===== config.mk =====
export PLATFORM = sky130hd
export DESIGN_NAME = thumb_fetch_unit
export DESIGN_NICKNAME = d
export VERILOG_FILES = /design/src/rtl/thumb_fetch_pkg.sv /design/src/rtl/thumb_fetch_unit_fetch_queue.sv /design/src/rtl/thumb_fetch_unit.sv
export SDC_FILE = /design/constraint.sdc
export NUM_CORES = 1
export LEC_CHECK = 0
export CAP_MARGIN = 15
export CORE_MARGIN = 2
export CORE_UTILIZATION = 55
export DETAILED_ROUTE_END_ITERATION = 8
export PLACE_DENSITY = 0.82
export SYNTH_ARGS = -nofsm -noshare
export SYNTH_HDL_FRONTEND = slang
export SYNTH_SLANG_ARGS = --single-unit

===== constraint.sdc =====
create_clock -name clk -period 3.3 [get_ports clk]
set_clock_uncertainty 0.15 [all_clocks]
set_input_delay 0.825 -clock clk [delete_from_list [all_inputs] [get_ports clk]]
set_output_delay 0.825 -clock clk [all_outputs]
set_load 0.005 [all_outputs]

===== src/rtl/thumb_fetch_pkg.sv =====
// Shared types and constants for the Thumb instruction-fetch front end.
package thumb_fetch_pkg;

    typedef struct packed {
        logic [31:0] pc;
        logic [15:0] hw;
    } fetch_entry_t;

    localparam logic [4:0]  BL_PREFIX = 5'b11110;
    localparam logic [31:0] HW_BYTES  = 32'd2;

    function automatic logic is_bl_prefix(input logic [15:0] hw);
        return (hw[15:11] == BL_PREFIX);
    endfunction

endpackage


===== src/rtl/thumb_fetch_unit_fetch_queue.sv =====
// Prefetch FIFO of {pc, halfword} entries; pops one or two entries per cycle, flush empties it.
module fetch_queue
    import thumb_fetch_pkg::*;
#(
    parameter int DEPTH = 4
) (
    input  logic                       clk,
    input  logic                       reset_n,
    input  logic                       flush_i,
    input  logic                       push_i,
    input  fetch_entry_t               push_entry_i,
    input  logic                       pop_i,
    input  logic                       pop2_i,
    output logic [$clog2(DEPTH):0]     count_o,
    output fetch_entry_t               head_o,
    output logic [15:0]                head_next_hw_o
);

    localparam int PW = $clog2(DEPTH);
    localparam int CW = PW + 1;

    fetch_entry_t  mem_q [DEPTH];
    logic [PW-1:0] rd_ptr_q, rd_ptr_d;
    logic [PW-1:0] wr_ptr_q, wr_ptr_d;
    logic [CW-1:0] count_q, count_d;
    logic [CW-1:0] pop_n_s;
    logic [PW-1:0] next_ptr_s;

    // Pointer and occupancy next-state; flush wins over any push or pop.
    always_comb begin
        rd_ptr_d = rd_ptr_q;
        wr_ptr_d = wr_ptr_q;
        count_d  = count_q;
        if (pop2_i) begin
            pop_n_s = CW'(2'd2);
        end else if (pop_i) begin
            pop_n_s = CW'(1'b1);
        end else begin
            pop_n_s = {CW{1'b0}};
        end
        if (flush_i) begin
            rd_ptr_d = {PW{1'b0}};
            wr_ptr_d = {PW{1'b0}};
            count_d  = {CW{1'b0}};
        end else begin
            rd_ptr_d = rd_ptr_q + pop_n_s[PW-1:0];
            wr_ptr_d = wr_ptr_q + PW'(push_i);
            count_d  = count_q + CW'(push_i) - pop_n_s;
        end
    end

    // Pointer and occupancy registers.
    always_ff @(posedge clk or negedge reset_n) begin
        if (!reset_n) begin
            rd_ptr_q <= {PW{1'b0}};
            wr_ptr_q <= {PW{1'b0}};
            count_q  <= {CW{1'b0}};
        end else begin
            rd_ptr_q <= rd_ptr_d;
            wr_ptr_q <= wr_ptr_d;
            count_q  <= count_d;
        end
    end

    // Entry storage; cleared on reset so the head reads as all-zero.
    always_ff @(posedge clk or negedge reset_n) begin
        if (!reset_n) begin
            for (int i = 0; i < DEPTH; i++) begin
                mem_q[i] <= '{pc: 32'h0000_0000, hw: 16'h0000};
            end
        end else if (push_i && !flush_i) begin
            mem_q[wr_ptr_q] <= push_entry_i;
        end
    end

    assign next_ptr_s     = rd_ptr_q + PW'(1'b1);
    assign count_o        = count_q;
    assign head_o         = mem_q[rd_ptr_q];
    assign head_next_hw_o = mem_q[next_ptr_s].hw;

endmodule


===== src/rtl/thumb_fetch_unit.sv =====
// Thumb fetch front end: fetch PC, prefetch queue arbitration and branch redirect.
// Define THUMB_FETCH_BL_PAIR_EN to deliver BL prefix/suffix halfwords as one 32-bit instruction.
module thumb_fetch_unit
    import thumb_fetch_pkg::*;
#(
    parameter int          DEPTH    = 4,
    parameter logic [31:0] RESET_PC = 32'h0000_0000
) (
    input  logic        clk,
    input  logic        reset_n,
    output logic [31:0] imem_addr,
    input  logic [15:0] imem_rd,
    output logic        instr_valid,
    input  logic        instr_ready,
    output logic [31:0] instr,
    output logic        instr_is32,
    output logic [31:0] instr_pc,
    input  logic        redirect_valid,
    input  logic [31:0] redirect_pc
);

    localparam int            CW             = $clog2(DEPTH) + 1;
    localparam logic [CW-1:0] FULL_COUNT     = CW'(DEPTH);
    localparam logic [CW-1:0] PAIR_COUNT     = CW'(2'd2);
    localparam logic [31:0]   RESET_FETCH_PC = {RESET_PC[31:1], 1'b0};

    logic [31:0]   fetch_pc_q, fetch_pc_d;
    logic [CW-1:0] count_s;
    fetch_entry_t  head_s;
    fetch_entry_t  push_entry_s;
    logic [15:0]   head_next_hw_s;
    logic          head_is_prefix_s;
    logic          push_s, pop_s, pop2_s;

`ifdef THUMB_FETCH_BL_PAIR_EN
    assign head_is_prefix_s = is_bl_prefix(head_s.hw);
`else
    assign head_is_prefix_s = 1'b0;
`endif

    assign push_entry_s = '{pc: fetch_pc_q, hw: imem_rd};
    assign imem_addr    = fetch_pc_q;

    // Handshake and fetch arbitration; a redirect suppresses delivery, push and pop this cycle.
    always_comb begin
        instr_valid = 1'b0;
        pop_s       = 1'b0;
        pop2_s      = 1'b0;
        push_s      = 1'b0;
        fetch_pc_d  = fetch_pc_q;
        if (redirect_valid) begin
            fetch_pc_d = redirect_pc & ~32'd1;
        end else begin
            // A BL prefix waits at the head until its suffix is queued behind it.
            instr_valid = (count_s != {CW{1'b0}}) &&
                          (!head_is_prefix_s || (count_s >= PAIR_COUNT));
            pop_s       = instr_valid && instr_ready;
            pop2_s      = pop_s && head_is_prefix_s;
            push_s      = (count_s != FULL_COUNT) || pop_s;
            if (push_s) begin
                fetch_pc_d = fetch_pc_q + HW_BYTES;
            end else begin
                fetch_pc_d = fetch_pc_q;
            end
        end
    end

    // Instruction payload straight from the queue head registers.
    always_comb begin
        instr_pc   = head_s.pc;
        instr_is32 = head_is_prefix_s;
        if (head_is_prefix_s) begin
            instr = {head_s.hw, head_next_hw_s};
        end else begin
            instr = {16'h0000, head_s.hw};
        end
    end

    // Fetch program counter.
    always_ff @(posedge clk or negedge reset_n) begin
        if (!reset_n) begin
            fetch_pc_q <= RESET_FETCH_PC;
        end else begin
            fetch_pc_q <= fetch_pc_d;
        end
    end

    fetch_queue #(
        .DEPTH (DEPTH)
    ) u_queue (
        .clk            (clk),
        .reset_n        (reset_n),
        .flush_i        (redirect_valid),
        .push_i         (push_s),
        .push_entry_i   (push_entry_s),
        .pop_i          (pop_s),
        .pop2_i         (pop2_s),
        .count_o        (count_s),
        .head_o         (head_s),
        .head_next_hw_o (head_next_hw_s)
    );

endmodule


==> Yosys cells after proc, flatten, opt, wreduce, memory -nomap -nowiden <==
Cells that the tools add are included.
{ "word_totals": {"ff_bits": 231, "latch_bits": 0, "ram_bits": 0, "mem_bits_ro": 0, "in_bits": 52, "output_inout_bits": 98, "n_memories": 0} }
{ "classes": {"n_addsub": 5, "multipliers": 0, "div": 0, "magnitude_cmp": 3, "eq_ne": 1, "shifts": 0, "mux": 15, "bitwise": 2, "reduce_logical": 7} }
{ "ops": {"columns": ["cell", "n"], "rows": [
  ["192-bit bitwise mux", 1],
  ["48-bit 2-to-1 mux", 3],
  ["48-bit binary-select mux with 2-bit select", 1],
  ["48-bit demux with 2-bit select", 1],
  ["32-bit 2-to-1 mux", 2],
  ["32-bit by 2-bit adder with 32-bit output, second input constant", 1],
  ["3-bit greater-or-equal comparator, second input constant", 2],
  ["2-bit inverter with 3-bit output", 2],
  ["2-bit by 1-bit adder with 2-bit output", 2],
  ["1-bit 2-to-1 mux", 4],
  ["2-bit 2-to-1 mux", 2],
  ["3-bit by 1-bit adder with 3-bit output", 1],
  ["1-bit logical AND", 3],
  ["3-bit by 1-bit < comparator with 1-bit output, second input constant", 1],
  ["3-bit 2-to-1 mux", 1],
  ["3-bit != test, second input constant", 1],
  ["3-bit nonzero test", 1],
  ["3-bit by 1-bit subtractor with 3-bit output", 1],
  ["2-bit nonzero test", 1],
  ["1-bit logical NOT", 1],
  ["1-bit logical OR", 1]
]} }

==> Logic depth before layout (Yosys ltp) <==
Gate-level depths: netlist of the first run.
{ "logic_depth": {"ltp_word": 7, "depth_mapped": 10, "mapped_depth_nobuf": 10} }

==> By module <==
A second synthesis of the first run with hierarchy kept.
{ "unflattened": {"hier_cells": 751, "hier_area_um2": 11173.2} }
{ "modules_own_cells": {"columns": ["module", "n_inst", "cells_each", "area_per_inst_um2"], "rows": [
  ["fetch_queue", 1, 516, 9142.5],
  ["thumb_fetch_unit", 1, 235, 2030.7]
]} }

==> Worst setup path before layout of the first run <==
OpenSTA, ideal clock, no wires.
{ "synth_path": {"path_type": "flip-flop to output port", "startpoint": "reg u_queue.rd_ptr_q[0]", "endpoint": "out instr_pc[10]", "t_arrival_ns": 1.727, "required_time_ns": 2.325, "path_slack_ns": 0.598, "path_stages_with_launch": 4, "n_path_buf": 2, "cell_sequence": "dfrtp_1 -> buf_2 -> buf_1 -> mux4_2"} }
{ "synth_between": {"elab_chain_cells": 4} }
{ "synth_lines": {"columns": ["element", "line", "text"], "rows": [
  ["start, declared", "thumb_fetch_unit_fetch_queue.sv:23", "logic [PW-1:0] rd_ptr_q, rd_ptr_d;"],
  ["start signal, assigned", "thumb_fetch_unit_fetch_queue.sv:55", "rd_ptr_q <= {PW{1'b0}};"],
  ["start signal, assigned", "thumb_fetch_unit_fetch_queue.sv:59", "rd_ptr_q <= rd_ptr_d;"],
  ["2-bit inverter with 3-bit output (implied by the code)", "thumb_fetch_unit_fetch_queue.sv:78", "assign head_o = mem_q[rd_ptr_q];"],
  ["48-bit binary-select mux with 2-bit select", "thumb_fetch_unit_fetch_queue.sv:78", null],
  ["48-bit 2-to-1 mux (implied by the code) (2 in a row)", "thumb_fetch_unit_fetch_queue.sv:78", null],
  ["end, declared", "thumb_fetch_unit.sv:17", "output logic [31:0] instr_pc,"]
]} }
No other way between the ends. The select of a mux whose other input is x is not followed.

==> Worst setup path in the final report of the first run <==
{ "layout_path": {"startpoint": "reg u_queue.rd_ptr_q[0]", "endpoint": "out instr_pc[3]"} }
The elaborated chain is that of the path after synthesis.

==> results.md, run 1 <==
Hold path:
- In this run the worst hold path is classified as input pin to async pin.

STA:
- The total setup violations reported at the end of the flow is 0.
- The transition at the pin with the smallest max-transition slack is 1.11 ns.
- In this run the tightest slew margin relative to its limit is 26.0%.
- In the final timing run, aggregate negative setup slack is 0 ns.
- The number of hold violations in the final report was 0.
- Setup repair after global routing left no endpoint under its margin.
- Subtracting the final worst setup slack from the clock period gives 3.23 ns.
- The number of pins exceeding their max-slew limit in the final report was 0.
- The fmax is 310 MHz.
- The period utilization is 97.8%.

Critical path:
- In this run the critical register-to-register path is captured at imem_addr[31]$_DFFE_PN0N_.
- The dominant delay contributor by cell family on the critical path is buffers and inverters.
- The setup check on the worst reg-to-reg path leaves a slack of 0.63 ns.
- Walking the worst path, the cells encountered are buf_4 -> mux4_2 -> clkdlybuf4s50_1.
- Among all stages on the critical path, the largest delay is contributed by sky130_fd_sc_hd__mux4_2.
- Data arrives at the worst endpoint at 2.25 ns.
- The number of buffers and inverters on the critical path is 2.
- The startpoint of the worst-slack reg-to-reg timing path is imem_addr[2]$_DFFE_PN0N_.
- The required time of the worst setup path is 2.32 ns.
- In this run the worst path has a maximum fanout of 6.
- The endpoint class of the critical path is an output port.
- The number of cell instances on the worst register-to-register path is 5.
- The type of the worst setup path is flip-flop to output port.
- The worst setup path is launched from a flip-flop.
- The biggest cell delay along the critical path is 0.56 ns.

Floorplan:
- The overall die height is 142 um.
- The floorplan step defined a die boundary enclosing 20100 um2.
- The total area inside the core boundary comes to 18600 um2.
- The I/O pin count is 150.
- The effective utilization at floorplan is 56.0%.
- The horizontal die dimension is 142 um.
- Row generation in the floorplan step produced 50 rows.

Cells and area:
- The area growth from synthesis to layout is 23.0%.
- The library cell used most frequently in the layout, excluding fill and tap cells, is sky130_fd_sc_hd__dfrtp_1.
- The top cell types in the final layout, fill and taps aside, are 224 x sky130_fd_sc_hd__dfrtp_1, 183 x sky130_fd_sc_hd__mux2_2, 128 x sky130_fd_sc_hd__clkdlybuf4s50_1.
- The finished cells cover 12800 um2.
- In the final layout, the share of cells above drive strength 1 is 35.4%.
- The count of antenna diodes in the layout is 0.
- The total of fill cells in the finished design is 1257.
- The final non-filler cell total is 1116.
- The final net count is 922.

Placed design:
- The congestion estimate from routability-driven global placement came to 0.811.
- The detailed placement HPWL is 15700 um.
- Buffers placed on the I/O ports in this run total 129.
- After detailed placement, the total cell area comes to 12100 um2.
- Counting tap cells, the placed design contains a total of 1070 instances.

Clock tree:
- The number of CTS-inserted buffers is 24.
- The clock root buffer master is sky130_fd_sc_hd__clkbuf_16.
- The number of sinks on the clock net is 226.
- The longest clock path from root to sink contains 3 buffers.
- The H-tree depth reported by CTS is 1.
- The clock insertion delay at the later pin of the skew report is 0.51 ns.
- The number of buffers inserted for hold repair after clock tree synthesis is 0.
- TritonCTS built the clock tree.
- After clock tree synthesis, the clock-pin slew on the worst setup and hold paths is 0.06 ns.

Pwr:
- IR analysis of the VDD net gives a maximum drop of 488 uV.
- The total power per unit cell area is 810 nW/um2.
- The analysis attributes to cell leakage a power of 0.00526 uW.

Detailed routing:
- The count of nets left with antenna violations once routing finished came out at 0.
- The per-cell routed wire length is 21.4 um.
- The number of vias per cell after detailed routing is 5.98.
- For this block, the routed nets add up to 23800 um of wire.
- The final routed DRC violation total is 0.
- The first detailed-routing pass ran for 4 iterations.
- The first routing iteration left 318 violations.
- The final route contains 6679 vias.

Global routing:
- Entering global routing, the biggest net connects 80 pins.
- The number of global-route vias before repair is 7213.
- The number of antenna violations at the first check in global routing is 0.
- Global routing consumed, over all layers together, 24.6% of the routing resources.
- The first global-routing pass estimated 38800 um of wire.
- The total grt overflow is 0.

Yosys:
- The distinct cell type count of the synthesized netlist is 43.
- The share of flip-flops with an asynchronous set or reset after synthesis is 100%.
- The Yosys step of the flow raised 0 warnings.
- Dividing the synthesized area by the synthesized cell count gives 14.3 um2.
- The post-synthesis sequential element count is 226.
- The number of enable-type register cells in the synthesized netlist is 0.
- The portion of the post-synthesis area used by sequential elements is 54.1%.
- The most used flip-flop cell after synthesis is sky130_fd_sc_hd__dfrtp_1.
- After technology mapping, the gate count stands at 732.
- The synthesized area is 10400 um2.

Flow run:
- The number of maximum-capacitance constraint violations is 0.

Status:
- The flow ran to the end, and the final reports show no timing, DRC or antenna violations.
## state kept, by name (all words and copies together) (netlist names)
register and cells:
imem_addr 31, u_queue.count_o 3, u_queue.mem_q 188, u_queue.rd_ptr_q 2, u_queue.wr_ptr_q 2
## cells by family after synthesis
logic type	synth area share, %
AOI/OAI and AO/OA	3.15
xor gates and xnor gates	1.17
adders and majority gates	0.791
buffers and inverters	3.94
DFF	54.1
muxes	30.5
other	0.0359
and+or+nand+nor	6.28
## report_power, final
part | switching, uW | leakage, uW | internal, uW
Sequential | 684 | 0.00273 | 3890
Clock | 1060 | 0.000367 | 1480
Combinational | 1090 | 0.00216 | 2190
## per-layer routing
layer	vias to the layer above	global-route usage (%)	wire, um	part of all wire, %
li1	2950	-	-	-
met1	3473	33.5	10100	42
met2	210	41.4	12000	51
met3	46	3.98	1180	4.9
met4	0	6.89	550	2.3
met5	-	0	0	0
## through the flow
step | util, % | hold slack [ns] | total power, uW | setup slack [ns]
floorplan | - | 0.302 | 6360 | 0.598
global placement | 64.8 | 0.311 | 7630 | -0.118
detailed placement | 64.8 | 0.323 | 7900 | -0.0710
CTS | 68.9 | 0.160 | 10500 | 0.0162
global route | 68.9 | 0.173 | 11000 | 0.0208
finish | 68.9 | 0.140 | 10400 | 0.0716
## worst max path at each step
stage	from	end	slack, ns	cells past startpoint
CTS	u_queue.rd_ptr_q[0]$_DFF_PN0_	instr_pc[2]	0.02	3
floorplan	u_queue.rd_ptr_q[0]$_DFF_PN0_	instr_pc[10]	0.60	3
detailed placement	instr_ready	u_queue.mem_q[72]$_DFFE_PN0P_	-0.07	6
global placement	instr_ready	u_queue.mem_q[67]$_DFFE_PN0P_	-0.12	6
finish	u_queue.rd_ptr_q[0]$_DFF_PN0_	instr_pc[3]	0.07	3
global route	u_queue.rd_ptr_q[0]$_DFF_PN0_	instr_pc[25]	0.02	3
## repair_timing
| action | 4_1_cts | 5_1_grt |
|---|---|---|
| buffers inserted | 2 | 0 |
| gates resized for setup | 0 | 1 |
| endpoints found under the setup margin | 38 | 3 |
## Yosys cell counts, types with 3 or more instances
library cell / number / area [um2]
sky130_fd_sc_hd__buf_1: 5 / 18.8
sky130_fd_sc_hd__nor3_1: 3 / 15.0
sky130_fd_sc_hd__nor2b_1: 4 / 25.0
sky130_fd_sc_hd__xor2_1: 4 / 35.0
sky130_fd_sc_hd__dfrtp_1: 226 / 5660
sky130_fd_sc_hd__or4_1: 18 / 135
sky130_fd_sc_hd__a31oi_1: 17 / 106
sky130_fd_sc_hd__ha_1: 5 / 62.6
sky130_fd_sc_hd__mux2_1: 5 / 56.3
sky130_fd_sc_hd__buf_2: 20 / 100
sky130_fd_sc_hd__o21ai_0: 14 / 70.1
sky130_fd_sc_hd__buf_4: 19 / 143
sky130_fd_sc_hd__mux2_2: 183 / 2060
sky130_fd_sc_hd__and4_1: 3 / 26.3
sky130_fd_sc_hd__nor2_1: 26 / 97.6
sky130_fd_sc_hd__nor4b_1: 5 / 43.8
sky130_fd_sc_hd__clkbuf_1: 28 / 105
sky130_fd_sc_hd__mux4_2: 47 / 1060
sky130_fd_sc_hd__nand4_1: 6 / 37.5
sky130_fd_sc_hd__nand2_1: 25 / 93.8
sky130_fd_sc_hd__xnor2_1: 10 / 87.6
sky130_fd_sc_hd__nand3_1: 12 / 60.1
sky130_fd_sc_hd__o31ai_1: 14 / 105
sky130_fd_sc_hd__inv_1: 5 / 18.8
sky130_fd_sc_hd__or3_1: 5 / 31.3
## layout make-up
type	count	area, um2	area share, %
Multi-Input combinational cell	444	4480	34.9
Sequential cell	226	5660	44.1
Clock inverter	6	32.5	0.253
Tap cell	234	293	2.28
Inverter	6	22.5	0.175
Clock buffer	38	714	5.56
Timing Repair Buffer	162	1650	12.8
Note: power is estimated with default switching activity, not from simulation.
==> inputs of run 2 (changes only) <==
==> constraint.sdc (replaced) <==
create_clock -name clk -period 3.3 [get_ports clk]
set_clock_uncertainty 0.15 [all_clocks]
set_input_delay 0.825 -clock clk [delete_from_list [all_inputs] [get_ports clk]]
set_output_delay 0.825 -clock clk [all_outputs]
set_load 0.1 [all_outputs]
==> results.md, run 2 (same netlist as run 1, synthesis figures left out) <==
Status:
- The flow ran to the end, and the final reports show no timing, DRC or antenna violations.

Cells and area:
- The share of layout cells above drive strength 1 came to 44.8% (+9.4 points).
- The final net count is 919 (-0.33%).
- The register bank with the most flops is u_queue.mem_q.
- From synthesis to final layout, the design area changed by 25.8%.
- In the layout the commonest cells are 224 x sky130_fd_sc_hd__dfrtp_1, 183 x sky130_fd_sc_hd__mux2_2, 65 x sky130_fd_sc_hd__buf_4.
- The total of fill cells in the finished design came to 1221 (-2.9%).
- The number of flip-flops under the largest register name was 188 (unchanged).
- The leading cell type in the layout, fill and taps excluded is sky130_fd_sc_hd__dfrtp_1.
- The area occupied by multi-input gates is 4490 um2 (+0.17%).
- The count of antenna diodes in the layout is 0 (unchanged).
- The total area of sequential cells is 5660 um2 (unchanged).

Critical path:
- The startpoint identified for the worst register-to-register timing path is imem_addr[2]$_DFFE_PN0N_.
- The worst path buffer plus inverter count is 2 (unchanged).
- The worst setup path endpoint is instr_pc[14].
- The signal on the critical path passes through buf_12 -> mux4_2 -> buf_12.
- The number of cell instances on the worst register-to-register path is 5 (unchanged).
- The number of cells on the critical path is 3 (unchanged).
- The highest net fanout along the worst path was 25 (+19).
- Among the stages of the critical path, the cell type that occurs most often is sky130_fd_sc_hd__buf_12.
- The startpoint of the most critical setup path is u_queue.rd_ptr_q[0]$_DFF_PN0_.
- The slowest stage of the critical path is the sky130_fd_sc_hd__dfrtp_4 cell.
- The worst setup path is captured at an output port.
- The flop-to-flop setup slack was 0.59 ns (-0.04 ns).
- The required time of the worst setup path is 2.32 ns (about the same).
- The biggest cell delay along the critical path is 0.60 ns (+0.04 ns).
- The endpoint arrival time on the critical path is 2.20 ns (-0.05 ns).
- The type of origin of the critical path is a flip-flop.
- The worst register-to-register path ends at imem_addr[31]$_DFFE_PN0N_.
- Among cell families on the critical path, the largest total delay comes from flip-flops.
- The type of the worst setup path is flip-flop to output port.

Detailed routing:
- The number of nets with antenna violations after detailed routing is 0 (unchanged).
- The number of DRC markers after the initial detailed-route iteration is 382 (+20%).
- The total number of vias came to 6714 (+0.52%).
- The per-cell routed wire length is 21.3 um (-0.33%).
- The final routed DRC violation total is 0 (unchanged).
- The number of search-and-repair iterations in the first detailed-routing pass came to 5 (+1).
- The overall routed net length was 23700 um (-0.68%).
- The number of vias per cell after detailed routing is 6.04 (+0.89%).

Floorplan:
- The effective utilization at floorplan came to 56.0% (unchanged).
- The placeable core region is 18600 um2 (unchanged).
- The die footprint is 20100 um2 (unchanged).
- The I/O pin count was 150 (unchanged).
- The number of placement rows is 50 (unchanged).
- The horizontal die dimension is 142 um (unchanged).
- The overall die height came to 142 um (unchanged).

Clock tree:
- The number of buffers inserted for hold repair after clock tree synthesis is 0 (unchanged).
- The number of CTS-inserted buffers came to 24 (unchanged).
- The H-tree depth reported by CTS is 1 (unchanged).
- The clock root buffer master is sky130_fd_sc_hd__clkbuf_16.
- The quantity of gates resized following cts was 0 (unchanged).
- The number of sinks on the clock net is 226 (unchanged).
- The clock insertion delay at the later pin of the skew report was 0.51 ns (about the same).
- The deepest clock path buffer count is 3 (unchanged).
- TritonCTS built the clock tree.
- The register clock-pin slew on the reported worst setup and hold paths was 0.06 ns (about the same).
- The number of buffers added for setup after CTS is 0 (-2).

STA:
- The transition at the pin with the smallest max-transition slack came to 0.631 ns (-0.476 ns).
- Setup repair after global routing left no endpoint under its margin.
- The worst relative slew slack is 57.9% (+32 points).
- The total setup violations reported at the end of the flow was 0 (unchanged).
- The number of pins exceeding their max-slew limit in the final report came to 0 (unchanged).
- The number of hold violations in the final report was 0 (unchanged).
- The final hold slack is 0.116 ns (-0.0245 ns).
- The summed negative setup slack over all endpoints was 0 ns (unchanged).
- The fmax was 315 MHz (+1.6%).
- The period utilization is 96.3% (-1.5 points).
- The shortest period the worst path allows is 3.18 ns (-0.0510 ns).

Placed design:
- The global placer's final weighted congestion is 0.813 (+0.26%).
- The number of input and output port buffers inserted is 129 (unchanged).
- The detailed placement HPWL came to 15700 um (-0.14%).

Global routing:
- The total grt overflow is 0 (unchanged).
- The pin count of the biggest net entering global routing is 82 (+2.5%).
- The wire length of the first global-routing pass is 38300 um (-1.1%).
- The number of antenna violations at the first check in global routing is 0 (unchanged).
- The number of global-route vias before repair came to 7256 (+0.60%).
- The global-route usage over all layers was 24.0% (-0.55 points).

Pwr:
- The power share of the clock group is 19.3% (-5.1 points).
- The share of total power consumed by net switching is 41.7% (+14 points).
- The total net switching power is 5860 uW (+110%).
- The highest ir drop seen on vdd is 686 uV (+41%).
- The proportion of power drawn by flip-flops and latches is 32.6% (-11 points).
- The static leakage power is 0.00551 uW (+4.7%).
- The total power per unit cell area came to 1070 nW/um2 (+32%).
- The share of power burned in combinational logic is 48.1% (+17 points).
- The internal power is 8200 uW (+8.3%).

Hold path:
- The type of the worst min-delay path is input pin to async pin.

Flow run:
- The number of maximum-capacitance constraint violations is 0 (unchanged).
-- run 2: changes by cell type in the layout (fill, tap and decap cells not counted), sizes merged --
cell,delta
buf,+76
bufinv,+2
clkbuf,-4
clkdlybuf4s50,-79
clkinvlp,+1
-- run 2: per-layer routing --
layer / global-route usage [%] / wire [um]
met1: 31.7 / 9710
met2: 41.5 / 12200
met3: 3.98 / 1290
met4: 6.89 / 534
met5: 0 / 0
-- run 2: worst min-delay path by stage --
| stage | from | endpoint | slack, ns | cells after the start |
|---|---|---|---|---|
| after floorplan | u_queue.mem_q[48]$_DFFE_PN0P_ | u_queue.mem_q[48]$_DFFE_PN0P_ | 0.30 | 1 |
| after global placement | u_queue.mem_q[48]$_DFFE_PN0P_ | u_queue.mem_q[48]$_DFFE_PN0P_ | 0.31 | 1 |
| after detailed placement | u_queue.mem_q[80]$_DFFE_PN0P_ | u_queue.mem_q[80]$_DFFE_PN0P_ | 0.32 | 1 |
| after CTS | reset_n | u_queue.mem_q[182]$_DFFE_PN0P_ | 0.16 | 1 |
| after global routing | reset_n | u_queue.mem_q[182]$_DFFE_PN0P_ | 0.18 | 1 |
| final | reset_n | u_queue.mem_q[182]$_DFFE_PN0P_ | 0.12 | 1 |
-- run 2: layout make-up --
| type | count | share of cell area (%) |
|---|---|---|
| Sequential cell | 226 | 43.1 |
| Multi-Input combinational cell | 444 | 34.1 |
| Timing Repair Buffer | 159 | 14.3 |
| Clock buffer | 34 | 5.40 |
| Tap cell | 234 | 2.23 |
| Clock inverter | 9 | 0.761 |
| Inverter | 6 | 0.171 |
-- run 2: power by group through the flow --
stage / sequential, uW / clock, uW / combinational (uW)
2_1_floorplan: 4620 / 0 / 4640
3_3_place_gp: 4460 / 0 / 6660
3_5_place_dp: 4620 / 0 / 6790
4_1_cts: 4580 / 2760 / 6820
5_1_grt: 4710 / 2880 / 7000
6_report: 4590 / 2710 / 6760
-- run 2: per-stage QoR --
stage	area [um2]	setup WS, ns	utilization [%]	power, uW	std cells
5_1_grt	13100	0.0245	70.5	14600	1112
3_3_place_gp	12300	0.236	66.2	11100	1069
2_1_floorplan	10500	0.249	-	9270	750
6_report	13100	0.123	70.5	14100	1112
3_5_place_dp	12300	0.151	66.2	11400	1069
4_1_cts	13100	0.0621	70.5	14200	1112
-- run 2: worst reg2reg max path, cell delays in order (launching register included) --
cell,delay [ns]
sky130_fd_sc_hd__dfrtp_1,0.54
sky130_fd_sc_hd__ha_1,0.40
sky130_fd_sc_hd__nand3_1,0.21
sky130_fd_sc_hd__or4_1,0.63
sky130_fd_sc_hd__or4_1,0.52
sky130_fd_sc_hd__a31oi_1,0.17
